$ cat src/rtl/demux_sel_arbiter.sv
// -----------------------------------------------------------------------------
// demux_sel_arbiter
//
// Shares the ALU's registered 4-to-16 select demux among NUM_REQ requesters.
// A round-robin arbiter picks one winner in IDLE. It latches that winner's
// select code and drives the demux until the winner drops its request. One
// idle GAP cycle follows each grant so the registered demux output can settle.
//
// Ports:
//   clock         rising-edge clock
//   reset         asynchronous, active-high; clears all state immediately
//   req           per-requester request level
//   req_sel       flattened select codes, requester i at [i*SEL_W +: SEL_W]
//   gnt           one-hot grant (registered)
//   demux_enable  demux enable (registered)
//   demux_sel     latched winner select code (registered)
//   busy          high in ACTIVE and GAP
//   timeout       one-cycle pulse on a forced release
//
// Build option:
//   SEL_ARB_TIMEOUT_EN - when defined, a grant is force-released after
//   MAX_HOLD ACTIVE cycles and timeout pulses. When undefined, a grant lasts
//   until the request drops and timeout is tied to 0.
// -----------------------------------------------------------------------------
module demux_sel_arbiter #(
    parameter int NUM_REQ  = 4,
    parameter int SEL_W    = 4,
    parameter int MAX_HOLD = 8
) (
    input  logic                     clock,
    input  logic                     reset,
    input  logic [NUM_REQ-1:0]       req,
    input  logic [NUM_REQ*SEL_W-1:0] req_sel,
    output logic [NUM_REQ-1:0]       gnt,
    output logic                     demux_enable,
    output logic [SEL_W-1:0]         demux_sel,
    output logic                     busy,
    output logic                     timeout
);

    localparam int IDX_W = (NUM_REQ > 1) ? $clog2(NUM_REQ) : 1;
    localparam logic [IDX_W:0] NUM_REQ_W = (IDX_W + 1)'(NUM_REQ);

    // Reject out-of-range configurations during elaboration.
    if (NUM_REQ < 2 || NUM_REQ > 8 || MAX_HOLD < 1 || MAX_HOLD > 255) begin : g_bad_params
        $error("demux_sel_arbiter: NUM_REQ must be 2..8 and MAX_HOLD must be 1..255");
    end

    typedef enum logic [1:0] {
        IDLE   = 2'd0,
        ACTIVE = 2'd1,
        GAP    = 2'd2
    } state_t;

    state_t                             state, state_nxt;
    logic [IDX_W-1:0]                   rr_ptr, rr_ptr_nxt;
    logic [IDX_W-1:0]                   winner, winner_nxt;
    logic [7:0]                         hold_cnt, hold_cnt_nxt;
    logic [NUM_REQ-1:0]                 gnt_nxt;
    logic                               enable_nxt;
    logic [SEL_W-1:0]                   sel_nxt;
    logic                               busy_nxt;
    logic                               timeout_nxt;

    // Packed view of the flattened select codes so a code can be picked by index.
    logic [NUM_REQ-1:0][SEL_W-1:0]      req_sel_arr;
    assign req_sel_arr = req_sel;

    // -------------------------------------------------------------------------
    // Round-robin pick: first set request at or above rr_ptr, with wrap-around.
    // -------------------------------------------------------------------------
    logic             found;
    logic [IDX_W-1:0] pick;
    logic [IDX_W:0]   scan_sum;
    logic [IDX_W-1:0] scan_idx;

    always_comb begin
        // NOTE: every variable gets a default before any branch, so no path
        // leaves one unassigned and no latch is inferred.
        found    = 1'b0;
        pick     = '0;
        scan_sum = '0;
        scan_idx = '0;
        for (int i = 0; i < NUM_REQ; i++) begin
            scan_sum = {1'b0, rr_ptr} + (IDX_W + 1)'(i);
            if (scan_sum >= NUM_REQ_W) begin
                scan_sum = scan_sum - NUM_REQ_W;
            end
            scan_idx = scan_sum[IDX_W-1:0];
            if (!found && req[scan_idx]) begin
                found = 1'b1;
                pick  = scan_idx;
            end
        end
    end

    // Pointer for the next round: one past the current winner, wrapping.
    logic [IDX_W:0]   winner_inc;
    logic [IDX_W-1:0] ptr_after_winner;

    always_comb begin
        winner_inc = {1'b0, winner} + (IDX_W + 1)'(1);
        if (winner_inc >= NUM_REQ_W) begin
            ptr_after_winner = '0;
        end else begin
            ptr_after_winner = winner_inc[IDX_W-1:0];
        end
    end

    // -------------------------------------------------------------------------
    // Release condition in ACTIVE. Only the winner's request bit is looked at,
    // so unknowns on losing requesters cannot reach the outputs.
    // -------------------------------------------------------------------------
    logic winner_req;
    logic force_release;
    logic release_grant;

    assign winner_req = req[winner];

`ifdef SEL_ARB_TIMEOUT_EN
    assign force_release = winner_req && (hold_cnt == 8'(MAX_HOLD));
`else
    assign force_release = 1'b0;
`endif

    assign release_grant = !winner_req || force_release;

    // -------------------------------------------------------------------------
    // Next-state and next-output logic.
    // -------------------------------------------------------------------------
    always_comb begin
        state_nxt    = state;
        rr_ptr_nxt   = rr_ptr;
        winner_nxt   = winner;
        hold_cnt_nxt = hold_cnt;
        gnt_nxt      = gnt;
        enable_nxt   = demux_enable;
        sel_nxt      = demux_sel;
        busy_nxt     = busy;
        timeout_nxt  = 1'b0;

        unique case (state)
            IDLE: begin
                if (found) begin
                    state_nxt      = ACTIVE;
                    winner_nxt     = pick;
                    gnt_nxt        = '0;
                    gnt_nxt[pick]  = 1'b1;
                    sel_nxt        = req_sel_arr[pick];
                    enable_nxt     = 1'b1;
                    busy_nxt       = 1'b1;
                    hold_cnt_nxt   = 8'd1;
                end else begin
                    gnt_nxt    = '0;
                    enable_nxt = 1'b0;
                    busy_nxt   = 1'b0;
                end
            end

            ACTIVE: begin
                if (release_grant) begin
                    state_nxt    = GAP;
                    gnt_nxt      = '0;
                    enable_nxt   = 1'b0;
                    busy_nxt     = 1'b1;
                    rr_ptr_nxt   = ptr_after_winner;
                    hold_cnt_nxt = '0;
                    timeout_nxt  = force_release;
                end else if (hold_cnt != 8'hFF) begin
                    hold_cnt_nxt = hold_cnt + 8'd1;
                end
            end

            GAP: begin
                // demux_sel is left alone: it only changes on a new grant.
                state_nxt = IDLE;
                busy_nxt  = 1'b0;
            end

            default: begin
                state_nxt  = IDLE;
                gnt_nxt    = '0;
                enable_nxt = 1'b0;
                busy_nxt   = 1'b0;
            end
        endcase
    end

    // -------------------------------------------------------------------------
    // State and output registers.
    // -------------------------------------------------------------------------
    always_ff @(posedge clock or posedge reset) begin
        if (reset) begin
            state        <= IDLE;
            rr_ptr       <= '0;
            winner       <= '0;
            hold_cnt     <= '0;
            gnt          <= '0;
            demux_enable <= 1'b0;
            demux_sel    <= '0;
            busy         <= 1'b0;
            timeout      <= 1'b0;
        end else begin
            // NOTE: non-blocking assignments here so every register samples
            // the pre-edge values computed above, independent of statement order.
            state        <= state_nxt;
            rr_ptr       <= rr_ptr_nxt;
            winner       <= winner_nxt;
            hold_cnt     <= hold_cnt_nxt;
            gnt          <= gnt_nxt;
            demux_enable <= enable_nxt;
            demux_sel    <= sel_nxt;
            busy         <= busy_nxt;
            timeout      <= timeout_nxt;
        end
    end

endmodule

$ cat config.mk
export PLATFORM = sky130hd
export DESIGN_NAME = demux_sel_arbiter
export DESIGN_NICKNAME = d
export VERILOG_FILES = /design/src/rtl/demux_sel_arbiter.sv
export SDC_FILE = /design/constraint.sdc
export NUM_CORES = 1
export LEC_CHECK = 0
export BUFFER_PORTS_ARGS = -buffer_cell sky130_fd_sc_hd__buf_2
export CORE_MARGIN = 1.5
export CORE_UTILIZATION = 47
export DETAILED_ROUTE_END_ITERATION = 7
export GPL_TIMING_DRIVEN = 0
export PLACE_DENSITY = 0.77
export SYNTH_ARGS = -nofsm -noshare
export SYNTH_HDL_FRONTEND = slang
export SYNTH_SLANG_ARGS = --single-unit
$ cat constraint.sdc
create_clock -name clock -period 1.6 [get_ports clock]
set_input_delay 0.24 -clock clock [delete_from_list [all_inputs] [get_ports clock]]
set_output_delay 0.24 -clock clock [all_outputs]
set_load 0.01 [all_outputs]
Word level (Yosys, flattened, before mapping)
Cells that the tools add are included.

operators by class
  add/sub/neg operators = 8
  $lt $le $gt $ge = 12
  equality and inequality tests = 4
  multiplexer cells = 38
  bitwise logic cells = 2
  reduce and logical (&&, ||, !) cells = 12

operators by type and width
  kind                 count
  $mux 2               11
  $lt 2x3->1 const B   6
  $mux 1               13
  $ge 3x3->1 const B   4
  $mux 4               3
  $pmux 4 s3           1
  $bmux 1 s2           5
  $bmux 4 s2           1
  $reduce_and 2->1     4
  $sub 2x1->2 const B  4
  $add 2x1->3 const B  2
  $add 2x2->3 const B  2
  $logic_and 1x1->1    4
  $ne 2x2->1 const B   2
  $pmux 2 s2           1
  $ge 2x3->1 const B   1
  $logic_not 1->1      3
  $pmux 1 s3           1
  $demux 1 s2          1
  $eq 2x1->1 const B   1
  $eq 2x2->1 const B   1
  $ge 2x1->1 const B   1
  $logic_not 2->1      1
  $not 1->1            2
  $pmux 1 s2           1

storage, ports and cells
  register bits after elaboration = 16
  input port bits = 22
  output and inout port bits = 11
  logic and storage cells = 83

Longest topological paths before layout
Gate-level depths: netlist of run 1.

  depth after elaboration = 20
  mapped depth = 6
  mapped depth without buffers = 5

Worst setup path before layout of run 1
OpenSTA, ideal clock, no wires.

  path kind = register to register
  start = reg winner[0]
  end = reg rr_ptr[1]
  arrival = 1382 ps
  data required time = 1472 ps
  setup slack = 90 ps
  cell stages (with the launch flop) = 4
  clock period less this slack = 1510 ps
  cell sequence = dfrtp_1 -> mux4_2 -> nor2_4 -> mux2_1

on the way
  word-level cells in the longest chain between the ends = 4

ends and longest elaborated chain
  element                                                              line  text
  start: declaration                                                   57    logic [IDX_W-1:0] winner, winner_nxt;
  start signal: assignment                                             208   winner <= winner_nxt;
  parallel branches: the longest is 4 deep, another holds $add 2x1->3  -
  end signal: assignment                                               207   rr_ptr <= rr_ptr_nxt;
  end: declaration                                                     56    logic [IDX_W-1:0] rr_ptr, rr_ptr_nxt;

Parallel ways; which one is timed is not known. The select of a mux whose other input is x is not followed.
A chain may end at the register's enable or synchronous reset.

Final worst setup path of run 1
  start = reg rr_ptr[1]
  end = reg demux_sel[1]

on the way
  word-level cells in the longest chain between the ends = 16

ends and longest elaborated chain
  element                                                               line  text
  parallel branches: the longest is 16 deep, another holds $add 2x1->3  -
  end signal: assignment                                                212   demux_sel <= sel_nxt;
  end: declaration                                                      36    output logic [SEL_W-1:0] demux_sel,

Parallel ways; which one is timed is not known. The select of a mux whose other input is x is not followed.

==> results.txt, run 1 <==
Sw Ratio - 40.7%
initial antenna violation count - 0
Worst Setup End Kind - register
core area - 1730 µm²
Synth top area share - 46.7%
Worst Hold Class - in2async
fill cell total of the finished layout - 139
syn avg cell area - 10.3 µm²
Worst path max stage delay - 440 ps
first-pass GRT wire length - 3010 µm
Crit path top cell by count - mux2i_1
Pint - 1.30 mW
Final Skew - 1.54 ps
fin crit period - 1630 ps
Initial Utilization - 49.6%
status - complete, but fails checks
total number of vias - 775
sequential cell area fraction in the yosys report - 46.7%
Post-synth top flop - dfrtp_1
EDFF count, synth - 0
H-tree depth - 1
Hold Vio Cnt, Final - 15
Area contributors post-synth - dfrtp_1, mux2i_1, nand2_1, o221ai_1, mux4_2
combinational power share - 53.7%
fin crit share - 102%
Final ANT Viol Nets - 0
CP cell instances - mux2i_1, o22ai_2, nor2_8, buf_12, mux2i_1, o221ai_2
WP data required - 1770 ps
die area - 2090 µm²
final instance area - 1150 µm²
Clock transition at path regs - 90 ps
hold slack - -3.59 ps
Avg WL per Cell - 13.9 µm
final WL - 2040 µm
dpl cell area - 1040 µm²
unique cell type count in the Yosys netlist - 29
crit path max fanout - 6
DIE HEIGHT - 45.7 µm
area of the multi-input gates - 447 µm²
Clk Latency, worst-skew pair - 290 ps
clock group share of total power - 12.3%
CTS tree - yes
RSZ-0062 raised after global routing - true
# diodes - 0
Worst Tran Pin Value - 592 ps
startpoint types - register
cell area after synthesis - 857 µm²
Vias/cell - 5.27
r2r setup slk - -30 ps
nets@finish - 146
pre-CTS setup slack - -37.4 ps
number of I/O pins - 33
slowest CP cell - dfrtp_2
worst vdd ir - 0.00102 V
vias in the first global route - 696
synthesis warning total - 0
post-layout worst setup margin - -29.2 ps
all-layer global routing usage - 20.3%
Post-synth ARST share - 100%
slew margin rel. - 60.5%
Initial DRC Count - 19
DR pass1 iterations - 4
failing checks - hold timing, setup timing
setup violators final - 1
hpwl dp - 1370 µm
Seq pwr share - 34.0%
total grt overflow - 0
DRC viols - 0
clock root cell - clkbuf_4
power density cells - 1910 nW/µm²
Area growth, synth to finish - 34.6%
Sum Neg Setup Slack - -29.2 ps
die width - 45.7 µm
largest net degree at the start of global routing - 17
Reg area - 402 µm²
Worst EP arrival - 1800 ps
total CTS buffers - 3
max-slew violations - 0
Post-Synthesis Cells - 83
FF+latch count, synth - 16
leakage - 0.574 nW
post-synth top area cell - dfrtp_1
CP Class - reg2reg
CTS sink count - 16
share of cells above drive strength 1 - 45.1%
num rows - 15
Post-synth top cells - dfrtp_1, nand2_1, mux2i_1
syn_nets - 106
clock tree buffer depth - 2
Sw Pwr - 0.896 mW
RD Place Congestion - 0.710
Achievable Freq - 0.614 GHz
maxcap violations - 0
I/O Buffers - 31
[critical path, delay by kind of cell (launching register included)]
family	cells	cell delay, ps
AO/OA/AOI/OAI	2	280
buffers and inverters	1	130
flip-flops	1	440
multiplexers	2	490
AND/OR/NAND/NOR	1	160
[layout make-up]
class	instances	area share, %
Tap cell	25	2.71
Clock buffer	4	3.15
Inverter	5	1.63
Sequential cell	16	34.8
Multi-Input combinational cell	59	38.7
Timing Repair Buffer	35	17.5
Buffer	3	1.52
[layer usage]
| metal | vias to the layer above | GRT usage, % | routed length, µm |
|---|---|---|---|
| met5 | - | 0 | 0 |
| met4 | 0 | 9.71 | 78 |
| met3 | 9 | 5.16 | 69 |
| met2 | 26 | 31.5 | 1010 |
| met1 | 370 | 26.1 | 888 |
| li1 | 370 | - | - |
[cells in the final DEF, fill, tap and decap left out, drive strengths merged]
cell type / Yosys / routed
a21oi: 4 / 4
buf: 3 / 38
clkbuf: 0 / 4
conb: 1 / 1
dfrtp: 16 / 16
ha: 1 / 1
inv: 5 / 5
mux2: 2 / 2
mux2i: 9 / 9
mux4: 1 / 1
nand2: 16 / 16
nand2b: 2 / 2
nand3: 1 / 1
nor2: 4 / 4
nor2b: 1 / 1
o21a: 1 / 1
o21ai: 8 / 8
o221ai: 4 / 4
o22ai: 2 / 2
o41ai: 1 / 1
or2: 1 / 1
[stage by stage]
stage	power, mW	util (%)	cells
2_1_floorplan	1.47	-	83
3_3_place_gp	1.73	60.4	139
3_5_place_dp	1.76	60.4	139
4_1_cts	2.05	63.0	144
5_1_grt	2.39	66.8	147
6_report	2.20	66.8	147
[power by group through the flow]
stage               registers, mW  clock network, mW  logic (mW)
global placement            0.743                  0       0.983
CTS                         0.741              0.272        1.04
floorplan                   0.794                  0       0.671
finish                      0.748              0.271        1.18
detailed placement          0.752                  0        1.01
global route                0.775              0.295        1.32
[sequential cells by signal, indices dropped and copies added, names as in the netlist]
register and cells:
busy 1, rr_ptr 2, demux_sel 4, winner 2
demux_enable 1, gnt 4, state 2
[path summary, 6_finish.rpt]
path,from,endpoint,cells past startpoint
min in group clock,req_sel[8],demux_sel[0],3
max in group asynchronous,reset,rr_ptr[1],2
worst min register to register,demux_enable,demux_enable,2
worst max-delay path,rr_ptr[1],demux_sel[1],6
worst min-delay path,reset,gnt[1],2
worst max register to register,rr_ptr[1],demux_sel[1],6
[cell families after synthesis]
kind of cell | share of synthesized area, %
other | 0.438
DFF | 46.7
adders and majority gates | 1.46
muxes | 15.8
buffers and inverters | 4.23
AOI/OAI and AO/OA | 16.1
and+or+nand+nor | 15.3
[timing repair]
| item | 4_1_cts | 5_1_grt |
|---|---|---|
| cloned | 0 | 0 |
| pin swaps | 1 | 4 |
| endpoints found under the setup margin | 2 | 6 |
| hold endpoints to repair | 0 | 0 |
| resized for setup | 1 | 8 |
| hold buffers | 0 | 0 |
| setup buffers | 1 | 3 |
Power figures use the tool's default switching activity.
==> inputs of run 2 (changes only) <==
==> config.mk (replaced) <==
export PLATFORM = sky130hd
export DESIGN_NAME = demux_sel_arbiter
export DESIGN_NICKNAME = d
export VERILOG_FILES = /design/src/rtl/demux_sel_arbiter.sv
export SDC_FILE = /design/constraint.sdc
export NUM_CORES = 1
export LEC_CHECK = 0
export CORE_MARGIN = 1.5
export CORE_UTILIZATION = 50
export DETAILED_ROUTE_END_ITERATION = 7
export DONT_BUFFER_PORTS = 1
export GPL_TIMING_DRIVEN = 0
export MAX_ROUTING_LAYER = met4
export SYNTH_ARGS = -nofsm -noshare
export SYNTH_HDL_FRONTEND = slang
export SYNTH_SLANG_ARGS = --single-unit
==> run 2 against run 1 <==
The run now ends clean. Clock power hardly changed. First-iteration DRC count decreased by 5.3%. Sequential cell count unchanged. Register-to-register slack better by 70 ps. Design area fell by 13%. Critical path type unchanged. Largest cell class unchanged.
==> results.txt, run 2 (synthesized netlist as in run 1, its figures left out) <==
num rows - 14
crit path max fanout - 6
total CTS buffers - 3
Sum Neg Setup Slack - 0 ps
startpoint types - register
Worst Hold Class - in2reg
slew margin rel. - 60.7%
Sw Ratio - 40.7%
CTS tree - yes
cells on worst reg2reg path - 6
fin crit period - 1560 ps
Layout Cells excl Fill - 109
Top Registers - demux_sel: 4 flops, gnt: 4 flops
Final ANT Viol Nets - 0
Initial Utilization - 55.0%
nets@finish - 117
post-layout worst setup margin - 43.7 ps
Avg WL per Cell - 16.2 µm
clock tree buffer depth - 2
Hold Vio Cnt, Final - 0
Final Skew - 8.59 ps
hpwl dp - 1140 µm
Area growth, synth to finish - 16.5%
max-slew violations - 0
dpl cell area - 877 µm²
combinational power share - 46.0%
CTS sink count - 16
setup violators final - 0
number of I/O pins - 33
worst r2r dst - demux_sel[3]
Clock transition at path regs - 100 ps
commonest non-fill, non-tap cell in the layout - nand2_1
r2r setup slk - 40 ps
total number of vias - 676
largest net degree at the start of global routing - 17
DRC viols - 0
all-layer global routing usage - 21.1%
pre-CTS setup slack - -9.37 ps
clock root cell - clkbuf_4
fin crit share - 97.3%
final WL - 1760 µm
clock group share of total power - 13.3%
die width - 44.4 µm
termination of the worst setup path - demux_sel[3]
I/O Buffers - 0
Vias/cell - 6.20
hold slack - 178 ps
# diodes - 0
WP data required - 1770 ps
Worst Tran Pin Value - 589 ps
leakage - 0.453 nW
Worst EP arrival - 1730 ps
DIE HEIGHT - 44.4 µm
RD Place Congestion - 0.853
total power - 2.06 mW
placed cells - 99
Seq pwr share - 40.7%
post-layout util - 64.0%
DR pass1 iterations - 6
Clk Latency, worst-skew pair - 300 ps
initial antenna violation count - 0
Crit. Startpoint - rr_ptr[1]
share of cells above drive strength 1 - 24.7%
core area - 1560 µm²
Worst Setup End Kind - register
power density cells - 2060 nW/µm²
status - finished clean
final instance area - 998 µm²
Achievable Freq - 0.643 GHz
vias in the first global route - 687
Sw Pwr - 0.838 mW
worst vdd ir - 0.00100 V
maxcap violations - 0
H-tree depth - 1
RSZ-0062 raised after global routing - true
Pint - 1.22 mW
first-pass GRT wire length - 2880 µm
most frequent cells in the layout - nand2_1, dfrtp_1, mux2i_1, inv_1, buf_4
Reg2Reg Launch Point - rr_ptr[1]
Initial DRC Count - 18
CP Class - reg2reg
total grt overflow - 0
die area - 1970 µm²
[run 2: cell count changes in the layout (fill, tap and decap cells not counted)]
| cell | previous run | this run |
|---|---|---|
| dlygate4sd3_1 | 0 | 1 |
| mux2i_1 | 7 | 8 |
| buf_2 | 33 | 2 |
| buf_4 | 3 | 5 |
| o221ai_2 | 1 | 0 |
| o221ai_1 | 3 | 4 |
| mux2i_2 | 1 | 0 |
| buf_6 | 1 | 0 |
| o22ai_4 | 0 | 1 |
| o22ai_2 | 1 | 0 |
[run 2: timing repair]
| item | in CTS | in global routing |
|---|---|---|
| setup buffers | 1 | 4 |
| setup endpoints to repair | 4 | 5 |
| hold buffers | 1 | 0 |
| resized for setup | 0 | 7 |
| hold endpoints to repair | 16 | 0 |
| pin swaps | 1 | 3 |
[run 2: critical path: stages (launching register included)]
cell      delay [ps]
dfrtp_2          450
mux2i_4          270
o22ai_4          120
nor2_8           130
buf_4            150
mux2i_1          180
o221ai_1         120
[run 2: area by class of cell]
class,instances,area (µm²)
Fill cell,134,561
Multi-Input combinational cell,59,444
Sequential cell,16,402
Timing Repair Buffer,6,60.1
Clock buffer,4,36.3
Tap cell,16,20.0
Inverter,5,18.8
Buffer,3,17.5
[run 2: how the worst min path moves through the flow]
stage	end	startpoint	cells after the start
2_1_floorplan	busy	reset	1
3_3_place_gp	demux_enable	reset	1
3_5_place_dp	demux_enable	reset	1
4_1_cts	demux_sel[3]	req_sel[11]	2
5_1_grt	demux_sel[1]	req_sel[1]	2
6_report	demux_sel[1]	req_sel[1]	2
[run 2: power groups by stage]
stage / clock [mW] / sequential (mW) / combinational (mW)
finish: 0.274 / 0.837 / 0.947
global placement: 0 / 0.828 / 0.776
detailed placement: 0 / 0.831 / 0.793
floorplan: 0 / 0.794 / 0.671
CTS: 0.275 / 0.820 / 0.820
global route: 0.292 / 0.869 / 1.08
[run 2: routing by layer]
metal | part of all wire (%) | wire length, µm | global-route usage (%)
met5 | 0 | 0 | -
met4 | 2.7 | 47 | 9.09
met3 | 6.3 | 111 | 4.08
met2 | 50 | 875 | 34.1
met1 | 41 | 728 | 25.5
==> inputs of run 3 (changes only) <==
--- a/config.mk
+++ b/config.mk
@@ -11,6 +11,8 @@
 export DONT_BUFFER_PORTS = 1
 export GPL_TIMING_DRIVEN = 0
 export MAX_ROUTING_LAYER = met4
+export SETUP_SLACK_MARGIN = 0.5
+export SKIP_CTS_REPAIR_TIMING = 1
 export SYNTH_ARGS = -nofsm -noshare
 export SYNTH_HDL_FRONTEND = slang
 export SYNTH_SLANG_ARGS = --single-unit
==> run 3 against run 2 <==
The flow now finishes with violations (DRC). Wire length is 1.9% higher. Sequential share of layout area down 1.3 points. Worst hold slack got worse by 26 ps. Global-route usage is 1.2 points lower. Clock power barely moved. First-iteration DRC count shrank 11%. Non-clock buffer count unchanged. Largest cell class unchanged. Total power grew 5.2%. Critical endpoint is now rr_ptr[1]. Combinational power up 12%.
==> results.txt, run 3 (synthesized netlist as in run 1, its figures left out) <==
status - complete, but fails checks
failing checks - DRC
die width - 44.4 µm
CP Class - reg2reg
hpwl dp - 1250 µm
# diodes - 0
Area growth, synth to finish - 20.3%
all-layer global routing usage - 19.9%
leakage - 0.470 nW
WP data required - 1790 ps
HP Start - req_sel[8]
Clk Latency, worst-skew pair - 300 ps
clock root cell - clkbuf_4
total CTS buffers - 3
DRC viols - 2
pre-CTS setup slack - 39.3 ps
core area - 1560 µm²
Initial DRC Count - 16
Worst Tran Pin Value - 618 ps
placed cells - 99
first-pass GRT wire length - 2680 µm
worst vdd ir - 0.00122 V
maxcap violations - 0
total grt overflow - 0
initial antenna violation count - 0
WL met2 - 943 µm
clock tree buffer depth - 2
Final ANT Viol Nets - 0
Vias/cell - 6.06
commonest non-fill, non-tap cell in the layout - nand2_1
Reg2Reg Launch Point - winner[0]
post-layout worst setup margin - 33.9 ps
RSZ-0062 raised after global routing - true
Clock transition at path regs - 90 ps
DIE HEIGHT - 44.4 µm
startpoint types - register
most frequent cells in the layout - nand2_1, dfrtp_1, mux2i_1, buf_4, inv_1
WL met1 - 745 µm
max-slew violations - 0
largest net degree at the start of global routing - 17
fin crit period - 1570 ps
Worst EP arrival - 1760 ps
H-tree depth - 1
Hold Path End - demux_sel[0]
Achievable Freq - 0.639 GHz
worst r2r dst - rr_ptr[1]
share of cells above drive strength 1 - 29.8%
die area - 1970 µm²
RD Place Congestion - 0.828
num rows - 14
Initial Utilization - 55.0%
CTS sink count - 16
number of I/O pins - 33
setup violators final - 0
I/O Buffers - 0
Avg WL per Cell - 16.3 µm
Hold Vio Cnt, Final - 0
DR WL met3 - 75 µm
r2r setup slk - 30 ps
power density cells - 2100 nW/µm²
Worst Setup End Kind - register
CTS tree - yes
Sum Neg Setup Slack - 0 ps
Top Registers - demux_sel: 4 flops, gnt: 4 flops
cells on worst reg2reg path - 3
vias in the first global route - 628
DR pass1 iterations - 8
Final Skew - 3.06 ps
final WL - 1800 µm
crit path max fanout - 4
Max Used Layer - met4
slew margin rel. - 58.8%
fin crit share - 97.9%
Worst Hold Class - in2reg
nets@finish - 118
total number of vias - 667
Hold Crit Depth - 2
Layout Cells excl Fill - 110
run 3: how the worst max path moves through the flow:
stage,startpoint,to,slack [ps]
final,winner[0],rr_ptr[1],30
after global routing,rr_ptr[1],demux_sel[2],-9
after CTS,winner[0],rr_ptr[1],20
after detailed placement,rr_ptr[1],demux_sel[3],40
after global placement,winner[0],rr_ptr[1],40
after floorplan,winner[0],rr_ptr[1],130
run 3: per-layer routing:
layer  up-vias  global-route usage (%)
met5         -                       -
met4         0                    9.09
met3         4                    3.67
met2        21                    32.4
met1       326                    23.8
li1        316                       -
run 3: area by class of cell:
class	instances	area, µm²
fill	130	528
multi-input combinational	60	477
sequential	16	402
timing repair buffer	6	51.3
clock buffer	4	36.3
buffer	3	26.3
tap	16	20.0
inverter	5	18.8
run 3: critical path, cell delays in order (launching register included):
cell and delay, ps:
dfrtp_1 410, mux4_2 580, nor2_4 160, mux2_4 310
run 3: per-stage QoR:
step | area (µm²) | utilization (%) | power [mW] | hold WS (ps)
2_1_floorplan | 883 | - | 1.53 | 154
3_3_place_gp | 903 | 57.9 | 1.67 | 236
3_5_place_dp | 903 | 57.9 | 1.70 | 237
5_1_grt | 1030 | 66.1 | 2.32 | 169
4_1_cts | 940 | 60.3 | 1.98 | -97.0
6_report | 1030 | 66.1 | 2.17 | 152
run 3: where the power goes:
group / internal, mW / leakage (nW) / total [mW] / switching (mW)
clock network: 0.139 / 0.0210 / 0.274 / 0.135
registers: 0.611 / 0.199 / 0.834 / 0.223
logic: 0.528 / 0.251 / 1.06 / 0.529
total: 1.28 / 0.470 / 2.17 / 0.887
